### config.mk
export PLATFORM = sky130hd
export DESIGN_NAME = fwd_hazard_unit
export DESIGN_NICKNAME = d
export VERILOG_FILES = /design/src/rtl/fwd_hazard_unit.sv
export SDC_FILE = /design/constraint.sdc
export NUM_CORES = 1
export LEC_CHECK = 0
export ABC_AREA = 1
export CAP_MARGIN = 20
export CORE_ASPECT_RATIO = 1.2
export CORE_MARGIN = 1
export CORE_UTILIZATION = 31
export DETAILED_ROUTE_END_ITERATION = 6
export PLACE_DENSITY = 0.72
export REMOVE_ABC_BUFFERS = 1
export SLEW_MARGIN = 0
export SYNTH_ARGS = -nofsm -noshare
export SYNTH_HDL_FRONTEND = slang
export SYNTH_SLANG_ARGS = --single-unit
export TNS_END_PERCENT = 30
### constraint.sdc
create_clock -name CLOCK -period 0.9 [get_ports CLOCK]
set_input_delay 0.09 -clock CLOCK [delete_from_list [all_inputs] [get_ports CLOCK]]
set_output_delay 0.09 -clock CLOCK [all_outputs]
set_load 0.01 [all_outputs]
### src/rtl/fwd_hazard_unit.sv
// fwd_hazard_unit: registered operand-forwarding selects and load-use stall sequencer.
// Define HAZARD_STATS_EN to add a saturating load-use hazard counter on Hazard_Count.
module fwd_hazard_unit #(
   parameter int NUM_SRC      = 2,
   parameter int AW           = 5,
   parameter int STALL_CYCLES = 1,
   parameter int CNT_W        = 16
) (
   input  logic                   CLOCK,
   input  logic                   RESET_N,
   input  logic [NUM_SRC*AW-1:0]  IFID_Src,
   input  logic [NUM_SRC-1:0]     IFID_SrcValid,
   input  logic [AW-1:0]          IDEX_RegD,
   input  logic                   IDEX_RegWrite,
   input  logic                   IDEX_MemRead,
   input  logic [AW-1:0]          EXMEM_RegD,
   input  logic                   EXMEM_RegWrite,
   output logic [2*NUM_SRC-1:0]   Forward_Sel,
   output logic                   Stall,
   output logic                   Flush_IDEX,
   output logic [CNT_W-1:0]       Hazard_Count
);
   localparam int SCW = $clog2(STALL_CYCLES + 1);
   typedef enum logic [0:0] {IDLE, HOLD} state_t;
   state_t state, state_nxt;
   logic [SCW-1:0] cnt, cnt_nxt;
   logic [2*NUM_SRC-1:0] sel_nxt;
   logic [NUM_SRC-1:0] hit;
   logic hazard;
   for (genvar i = 0; i < NUM_SRC; i++) begin : g_ch
      logic [AW-1:0] src;
      logic match_e, match_m;
      assign src = IFID_Src[i*AW +: AW];
      assign match_e = IDEX_RegWrite && IDEX_RegD != '0 && IDEX_RegD == src;
      assign match_m = EXMEM_RegWrite && EXMEM_RegD != '0 && EXMEM_RegD == src;
      assign sel_nxt[2*i +: 2] = match_e ? 2'b01 : match_m ? 2'b10 : 2'b00;
      assign hit[i] = IFID_SrcValid[i] && IDEX_RegD == src;
   end
   assign hazard = IDEX_MemRead && IDEX_RegWrite && IDEX_RegD != '0 && |hit;
   always_comb begin
      state_nxt = state;
      cnt_nxt = cnt;
      Stall = 1'b0;
      if (state == IDLE) begin
         Stall = hazard;
         if (hazard && STALL_CYCLES > 1) begin
            state_nxt = HOLD;
            cnt_nxt = SCW'(STALL_CYCLES - 1);
         end
      end else begin
         Stall = 1'b1;
         cnt_nxt = cnt - SCW'(1);
         if (cnt == SCW'(1)) state_nxt = IDLE;
      end
      // Stall must read 0 while reset is held, even if the hazard inputs are still live
      Stall = Stall && RESET_N;
   end
   assign Flush_IDEX = Stall;
   always_ff @(posedge CLOCK or negedge RESET_N) begin
      if (!RESET_N) begin
         state <= IDLE;
         cnt <= '0;
         Forward_Sel <= '0;
      end else begin
         state <= state_nxt;
         cnt <= cnt_nxt;
         Forward_Sel <= Stall ? '0 : sel_nxt;
      end
   end
`ifdef HAZARD_STATS_EN
   always_ff @(posedge CLOCK or negedge RESET_N) begin
      if (!RESET_N) Hazard_Count <= '0;
      else if (state == IDLE && hazard && Hazard_Count != '1) Hazard_Count <= Hazard_Count + CNT_W'(1);
   end
`else
   assign Hazard_Count = '0;
`endif
endmodule

# After elaboration in Yosys (flattened, before gate mapping)
# Index checks and enable logic that the tools add are counted.
dict set report totals {
  ff_bits 6
  latch_bits 0
  mem_bits_rw 0
  rom_bits 0
  input_bits 27
  output_inout_bits 22
  n_memories 0
}
dict set report op_classes {
  add_sub_neg 1
  mul 0
  n_div 0
  n_lt_le_gt_ge 0
  n_eq_ne 4
  n_shift 0
  n_mux 8
  bitwise_logic 0
  reduce_logical 15
}
# op n
set ops {}
lappend ops {{equality test 5 bit} 4}
lappend ops {{logical AND 1 bit} 12}
lappend ops {{nonzero test 5 bit} 2}
lappend ops {{2-to-1 mux 2 bit} 4}
lappend ops {{2-to-1 mux 4 bit} 1}
lappend ops {{2-to-1 mux 1 bit} 3}
lappend ops {{OR reduction 2 bit} 1}
lappend ops {{subtractor 1 bit, second input constant} 1}

# Logic depth before layout (Yosys ltp)
# Gate-level depths: netlist (run 1).
dict set report depth {
  ltp_word 7
  mapped_depth 9
  mapped_depth_nobuf 9
}

# Worst setup path after synthesis (run 1)
# No wires, ideal clock.
dict set report synth_timing {
  kind {input-to-output}
  start {in IDEX_RegD[3]}
  end {out Stall}
  arrival_ns 0.930
  t_required_ns 0.810
  path_slack_ns -0.120
  path_stages 9
  path_buffers 1
  path_cell_list {inv_1 -> nand2_1 -> nand2_1 -> nor2_1 -> nand4_1 -> nand2_2 -> nand2_4 -> a21boi_2 -> buf_4}
}
dict set report synth_via {
  elab_chain_cells 6
}
# element line
set synth_lines {}
lappend synth_lines {{start: declaration} 13} ;# input logic [AW-1:0] IDEX_RegD,
lappend synth_lines {{equality test 5 bit} 37} ;# assign hit[i] = IFID_SrcValid[i] && IDEX_RegD == src;
lappend synth_lines {{logical AND 1 bit} 37}
lappend synth_lines {{OR reduction 2 bit} 39} ;# assign hazard = IDEX_MemRead && IDEX_RegWrite && IDEX_RegD != '0 && |hit;
lappend synth_lines {{logical AND 1 bit (*)} 39}
lappend synth_lines {{2-to-1 mux 1 bit (*)} 44} ;# if (state == IDLE) begin
lappend synth_lines {{logical AND 1 bit (*)} 56} ;# Stall = Stall && RESET_N;
lappend synth_lines {{end: declaration} 19} ;# output logic Stall,
# Mark *: on every way between the ends. The rest lies on a longest branch, timed or not.

# Final worst setup path (run 1)
dict set report layout_timing {
  start {in IDEX_RegD[0]}
  end {out Flush_IDEX}
}
dict set report layout_via {
  elab_chain_cells 6
}
# element line
set layout_lines {}
lappend layout_lines {{equality test 5 bit} 37}
lappend layout_lines {{logical AND 1 bit} 37}
lappend layout_lines {{OR reduction 2 bit} 39}
lappend layout_lines {{logical AND 1 bit (*)} 39}
lappend layout_lines {{2-to-1 mux 1 bit (*)} 44}
lappend layout_lines {{logical AND 1 bit (*)} 56}
lappend layout_lines {{end: declaration} 20} ;# output logic Flush_IDEX,
# Marked as above.

==> flow_summary.ini, run 1 <==
[run_status]
violations = negative setup slack
status = complete, but fails checks

[final_layout]
fillers = 195
final_core_util_pct = 60.5
antenna_cells = 0
drive_above_1_share_pct = 47.6
areaGrowthSynthToFinish_pct = 80.1
final_nets = 199

[drt]
dr.first_iter.drc_count = 9
wl_per_cell_microns = 10.9
route.detailed.drc = 0
ant_nets = 0
vias = 859
viasPerCell = 4.30
finalWirelength_microns = 2180
drt_first_pass_iters = 4

[critical_path]
slowest_delay_ps = 150
critPathRequiredTime_ps = 810
crit_top_cell = nand2_4
cp_max_fo = 4
worstPathArrival_ps = 1120
rrSetupSlack_ps = 40
worstSetupStartpointType = primary input
criticalPathCategory = in -> out
path_cells = buf_8 -> inv_4 -> buf_6 -> nand2_4 -> nand2_4 -> nor2_4 -> nand4_1 -> nand2_2 -> nand2_4 -> a21boi_2 -> buf_2
rr_worst_depth = 4
end_kind = output pin
r2r_end = Forward_Sel[2]$_DFF_PN0_
worstReg2RegStart = state$_DFF_PN0_
crit_slowest_cell = nand4_1

[sta]
setup-violations-final = 6
rsz0062_at_grt = true
skew_ps = 4.72
timing_hold_violations_final = 0
period_minus_slack_ps = 1210
hold_slack_ps = 141
fmax_mhz = 829
timing.final.crit_share_pct = 134
maxSlewViolCount = 0
timing.final.ws_setup_ps = -306

[synth]
seq_area_frac_synth_pct = 21.4
ys_ff_latch = 6
postSynthAreaPerCell_sq_um = 6.89
synth_cell_type_count = 19
netlist_instances = 102
yosysWarningCount = 0
syn_area_sq_um = 703

[grt]
top_usage_layer = met2
grt_pass1_vias = 823
grt_util_met3_pct = 1.68
grt_overflow = 0
antenna_found_initial = 0
grt_max_degree = 11
grt_use_total_pct = 18.6
grtUsageMet2_pct = 36.2
gr-usage-met1_pct = 17.5
grt_pass1_wl_microns = 3260

[clock_network]
clock_sinks = 6
clk_pin_slew_ps = 50
worstSkewPairLatency_ps = 250
cts_max_level = 1
cts_tree = built
hold_buffers = 0
cts_buffer_depth = 2
cts_made_buffers = 3
cts_root_buffer = clkbuf_4

[die]
die_x_microns = 45.5
die_h_microns = 54.2
core_area_sq_um = 2090
core.rowCount = 18
die_area_sq_um = 2460
num_io_pins = 49
start_util_pct = 33.6

[power_and_ir_drop]
finalPower_mw = 1.05
p_leak_nw = 0.730
peakVddDrop_mv = 0.410
powerDensity_nw_per_um2 = 833

[hold_path]
worstHoldPathType = in -> async

[placement]
numPortBuffers = 32
gp_congestion = 0.836
place_hpwl_microns = 1470

[job]
cap_violations = 0
[timing repair]
item,4_1_cts,5_1_grt
endpoints found under the setup margin,10,6
pin swaps,17,10
setup buffers,17,1
resized for setup,110,11
[through the flow]
step                      std cells  instance area, sq um  setup slack (ps)  setup TNS (ps)
after floorplan                 100                   632             -28.6           -57.3
after global placement          180                  1120             -1040           -4960
after detailed placement        180                  1120             -1100           -5160
after CTS                       199                  1230              -242            -777
after global routing            200                  1270              -372           -1350
final                           200                  1270              -306           -1030
[layout make-up]
type                    count  area [sq um]  share of cell area, %
multi-input cells          81           485                   38.3
repair buffers             67           519                   41.0
clock buffers               3          22.5                   1.78
flip-flops and latches      6           150                   11.9
well taps                  30          37.5                   2.96
inverters                  13          51.3                   4.05
[routing by layer]
| layer | up-vias | wire length, microns |
|---|---|---|
| met5 | - | 0 |
| met4 | 0 | 72 |
| met2 | 39 | 1230 |
| met1 | 392 | 763 |
| li1 | 421 | - |
| met3 | 7 | 114 |
[cell families (layout without fill, tap and decap cells)]
family                    Yosys count  after routing  synth area share [%]
and+or+nand+nor                    43             43                  28.5
buffers and inverters              30             83                  25.1
xor gates and xnor gates           14             14                  17.4
AOI/OAI and AO/OA                   8              8                  7.12
DFF                                 6              6                  21.4
other                               1             16                 0.533
[layout by cell type (no fill, tap or decap)]
| cell type | count |
|---|---|
| a21boi_2 | 1 |
| a21oi_1 | 4 |
| buf_2 | 15 |
| buf_4 | 32 |
| buf_6 | 7 |
| buf_8 | 1 |
| clkbuf_4 | 3 |
| clkdlybuf4s15_1 | 1 |
| clkdlybuf4s50_1 | 3 |
| conb_1 | 16 |
| dfrtp_1 | 6 |
| dlygate4sd2_1 | 8 |
| inv_1 | 6 |
| inv_2 | 6 |
| inv_4 | 1 |
| nand2_1 | 19 |
| nand2_2 | 3 |
| nand2_4 | 4 |
| nand3_2 | 1 |
| nand4_1 | 6 |
| nor2_1 | 4 |
| nor2_2 | 3 |
| nor2_4 | 1 |
| nor3_1 | 2 |
| o21ai_0 | 1 |
| o21ai_1 | 1 |
| o21ai_2 | 1 |
| xnor2_1 | 8 |
| xnor2_2 | 2 |
| xor2_1 | 4 |
[critical path: cells and delay by family]
kind | cells | cell delay [ps]
AOI/OAI and AO/OA | 1 | 120
buffers and inverters | 4 | 350
and+or+nand+nor | 6 | 540
[state kept, by name, indices dropped and copies added (netlist names)]
signal and count:
cnt 1, Forward_Sel 4, state 1
[worst max path at each step]
stage / startpoint / end / slack, ps / depth (start not counted)
after floorplan: IDEX_RegD[3] / Flush_IDEX / -30 / 8
after global placement: IDEX_RegD[0] / Stall / -1040 / 10
after detailed placement: IDEX_RegD[0] / Flush_IDEX / -1100 / 10
after CTS: IDEX_RegD[0] / Flush_IDEX / -240 / 11
after global routing: IDEX_RegD[0] / Flush_IDEX / -370 / 11
final: IDEX_RegD[0] / Flush_IDEX / -310 / 11
[report_power, final]
part           internal [mW]  switching [mW]  total [mW]
clock                  0.152           0.113       0.265
combinational          0.283           0.232       0.515
sequential             0.274        0.000608       0.274
total                  0.709           0.345        1.05
[Yosys cell counts]
master    instances  area share, %
a21boi_2          1            1.6
a21oi_1           4            2.8
buf_4            17             18
conb_1            1           0.53
dfrtp_1           6             21
inv_1            11            5.9
inv_2             2            1.1
nand2_1          22             12
nand2_2           2            1.8
nand2_4           2            3.2
nand3_1           1           0.71
nand4_1           6            5.3
nor2_1            8            4.3
nor3_1            2            1.4
o21ai_0           1           0.71
o21ai_1           1           0.71
o21ai_2           1            1.2
xnor2_1          10             12
xor2_1            4            5.0
(Power assumes the default switching activity.)
==> inputs of run 2 (changes only) <==
--- a/config.mk
+++ b/config.mk
@@ -10,10 +10,10 @@
 export CORE_ASPECT_RATIO = 1.2
 export CORE_MARGIN = 1
 export CORE_UTILIZATION = 31
+export CTS_CLUSTER_SIZE = 40
 export DETAILED_ROUTE_END_ITERATION = 6
 export PLACE_DENSITY = 0.72
 export REMOVE_ABC_BUFFERS = 1
-export SLEW_MARGIN = 0
 export SYNTH_ARGS = -nofsm -noshare
 export SYNTH_HDL_FRONTEND = slang
 export SYNTH_SLANG_ARGS = --single-unit
==> results of run 2 <==
No change in the layout: final DEF, timing and power equal those of run 1.
==> inputs of run 3 (changes only) <==
--- a/config.mk
+++ b/config.mk
@@ -7,12 +7,12 @@
 export LEC_CHECK = 0
 export ABC_AREA = 1
 export CAP_MARGIN = 20
-export CORE_ASPECT_RATIO = 1.2
 export CORE_MARGIN = 1
-export CORE_UTILIZATION = 31
+export CORE_UTILIZATION = 54
 export CTS_CLUSTER_SIZE = 40
 export DETAILED_ROUTE_END_ITERATION = 6
-export PLACE_DENSITY = 0.72
+export DONT_BUFFER_PORTS = 1
+export PLACE_DENSITY = 0.69
 export REMOVE_ABC_BUFFERS = 1
 export SYNTH_ARGS = -nofsm -noshare
 export SYNTH_HDL_FRONTEND = slang
==> constraint.sdc (replaced) <==
create_clock -name CLOCK -period 1 [get_ports CLOCK]
set_input_delay 0.1 -clock CLOCK [delete_from_list [all_inputs] [get_ports CLOCK]]
set_output_delay 0.1 -clock CLOCK [all_outputs]
set_load 0.01 [all_outputs]
==> flow_summary.ini, run 3 (synthesized netlist as in run 1, its figures left out) <==
[grt]
antenna_found_initial = 0
grt_overflow = 0
grt_use_total_pct = 22.0
grt_pass1_wl_microns = 2180
grt_pass1_vias = 583
grt_max_degree = 11

[job]
cap_violations = 0

[placement]
place_hpwl_microns = 1100
numPortBuffers = 0
gp_congestion = 0.762
post_dp_cell_area_sq_um = 657

[final_layout]
layout_commonest_cell = nand2_1
layout_common_cells = 21 x nand2_1, 16 x conb_1, 10 x xnor2_1
final_nets = 135
drive_above_1_share_pct = 18.9
areaGrowthSynthToFinish_pct = 2.67
antenna_cells = 0
design_area_sq_um = 722
largest_register = Forward_Sel
top_regs = Forward_Sel x4, cnt x1, state x1
largest_register_ffs = 4
fillers = 109

[critical_path]
critPathRequiredTime_ps = 900
startpoint = state$_DFF_PN0_
worstReg2RegStart = state$_DFF_PN0_
cp_max_fo = 3
worstPathArrival_ps = 900
rr_worst_depth = 3
worstSetupStartpointType = flip-flop
end_kind = output pin
criticalPathCategory = reg -> out
rrSetupSlack_ps = 210
r2r_end = Forward_Sel[0]$_DFF_PN0_

[drt]
finalWirelength_microns = 1280
drt_first_pass_iters = 4
ant_nets = 0
viasPerCell = 4.83
dr.first_iter.drc_count = 10
wl_per_cell_microns = 10.7
vias = 579
route.detailed.drc = 0

[clock_network]
cts_buffer_depth = 2
cts_max_level = 1
clock_sinks = 6
worstSkewPairLatency_ps = 240
clk_pin_slew_ps = 50
cts_tree = built
cts_root_buffer = clkbuf_4
cts_made_buffers = 3

[power_and_ir_drop]
power_frac_comb_pct = 27.3
powerDensity_nw_per_um2 = 900
p_leak_nw = 0.404
seqPwrFrac_pct = 38.4
intPower_mw = 0.460
switching_share_pct = 29.2
p_switching_mw = 0.189
clkPwrFrac_pct = 34.3
peakVddDrop_mv = 0.345

[hold_path]
whs_endpoint = Forward_Sel[0]$_DFF_PN0_
hp-start = IDEX_RegWrite
worstHoldPathType = in -> reg
hold_depth = 4

[sta]
maxSlewViolCount = 0
timing.final.crit_share_pct = 100
timing_hold_violations_final = 0
tns_ps = -0.723
skew_ps = 1.12
rsz0062_at_grt = true
timing.final.ws_setup_ps = -0.368
setup-violations-final = 2
fmax_mhz = 1000
period_minus_slack_ps = 1000

[run_status]
violations = negative setup slack
status = complete, but fails checks

[die]
core_area_sq_um = 1160
num_io_pins = 49
start_util_pct = 60.8
core.rowCount = 12
die_h_microns = 38.1
die_x_microns = 38.1
die_area_sq_um = 1450
run 3: final cells by class:
class | instances | area, sq um | area share, %
multi-input combinational | 81 | 458 | 63.4
inverter | 13 | 48.8 | 6.76
timing repair buffer | 3 | 25.0 | 3.47
tap | 14 | 17.5 | 2.43
clock buffer | 3 | 22.5 | 3.12
sequential | 6 | 150 | 20.8
run 3: repair_timing:
| action | in CTS | in global routing |
|---|---|---|
| buffers inserted | 0 | 1 |
| hold endpoints to repair | 10 | 0 |
| endpoints found under the setup margin | 2 | 2 |
| hold buffers | 1 | 0 |
| cloned | 0 | 0 |
| pin swaps | 1 | 8 |
| resized for setup | 4 | 4 |
run 3: worst max-delay path by stage:
stage                 endpoint  depth (start not counted)
CTS                      Stall                          2
finish                   Stall                          2
floorplan           Flush_IDEX                          8
global placement         Stall                          8
detailed placement       Stall                          8
global route        Flush_IDEX                          6
run 3: critical path: stages, from the launching register on:
cell and delay, ps:
dfrtp_1 360, inv_2 80, a21boi_4 220
run 3: power by group through the flow:
stage | Clock, mW | Sequential (mW) | Combinational, mW
finish | 0.223 | 0.249 | 0.178
global route | 0.250 | 0.249 | 0.204
CTS | 0.234 | 0.249 | 0.168
detailed placement | 0 | 0.253 | 0.154
global placement | 0 | 0.253 | 0.151
floorplan | 0 | 0.253 | 0.133
run 3: metrics by stage:
| stage | setup slack (ps) | power, mW | util [%] | std cells | hold WS (ps) |
|---|---|---|---|---|---|
| 3_5_place_dp | -37.6 | 0.407 | 56.8 | 115 | -195 |
| 4_1_cts | 5.95 | 0.652 | 60.7 | 119 | 107 |
| 3_3_place_gp | -16.7 | 0.404 | 56.8 | 115 | -195 |
| 2_1_floorplan | 51.4 | 0.386 | - | 100 | -196 |
| 6_report | -0.368 | 0.650 | 62.4 | 120 | 114 |
| 5_1_grt | -62.5 | 0.704 | 62.4 | 120 | 114 |
run 3: layer usage:
metal | vias to the layer above | global-route usage [%] | part of all wire [%]
met4 | 0 | 17.9 | 1.3
li1 | 291 | - | -
met5 | - | 0 | 0
met2 | 32 | 39.0 | 55
met3 | 2 | 4.65 | 9.1
met1 | 254 | 21.6 | 34
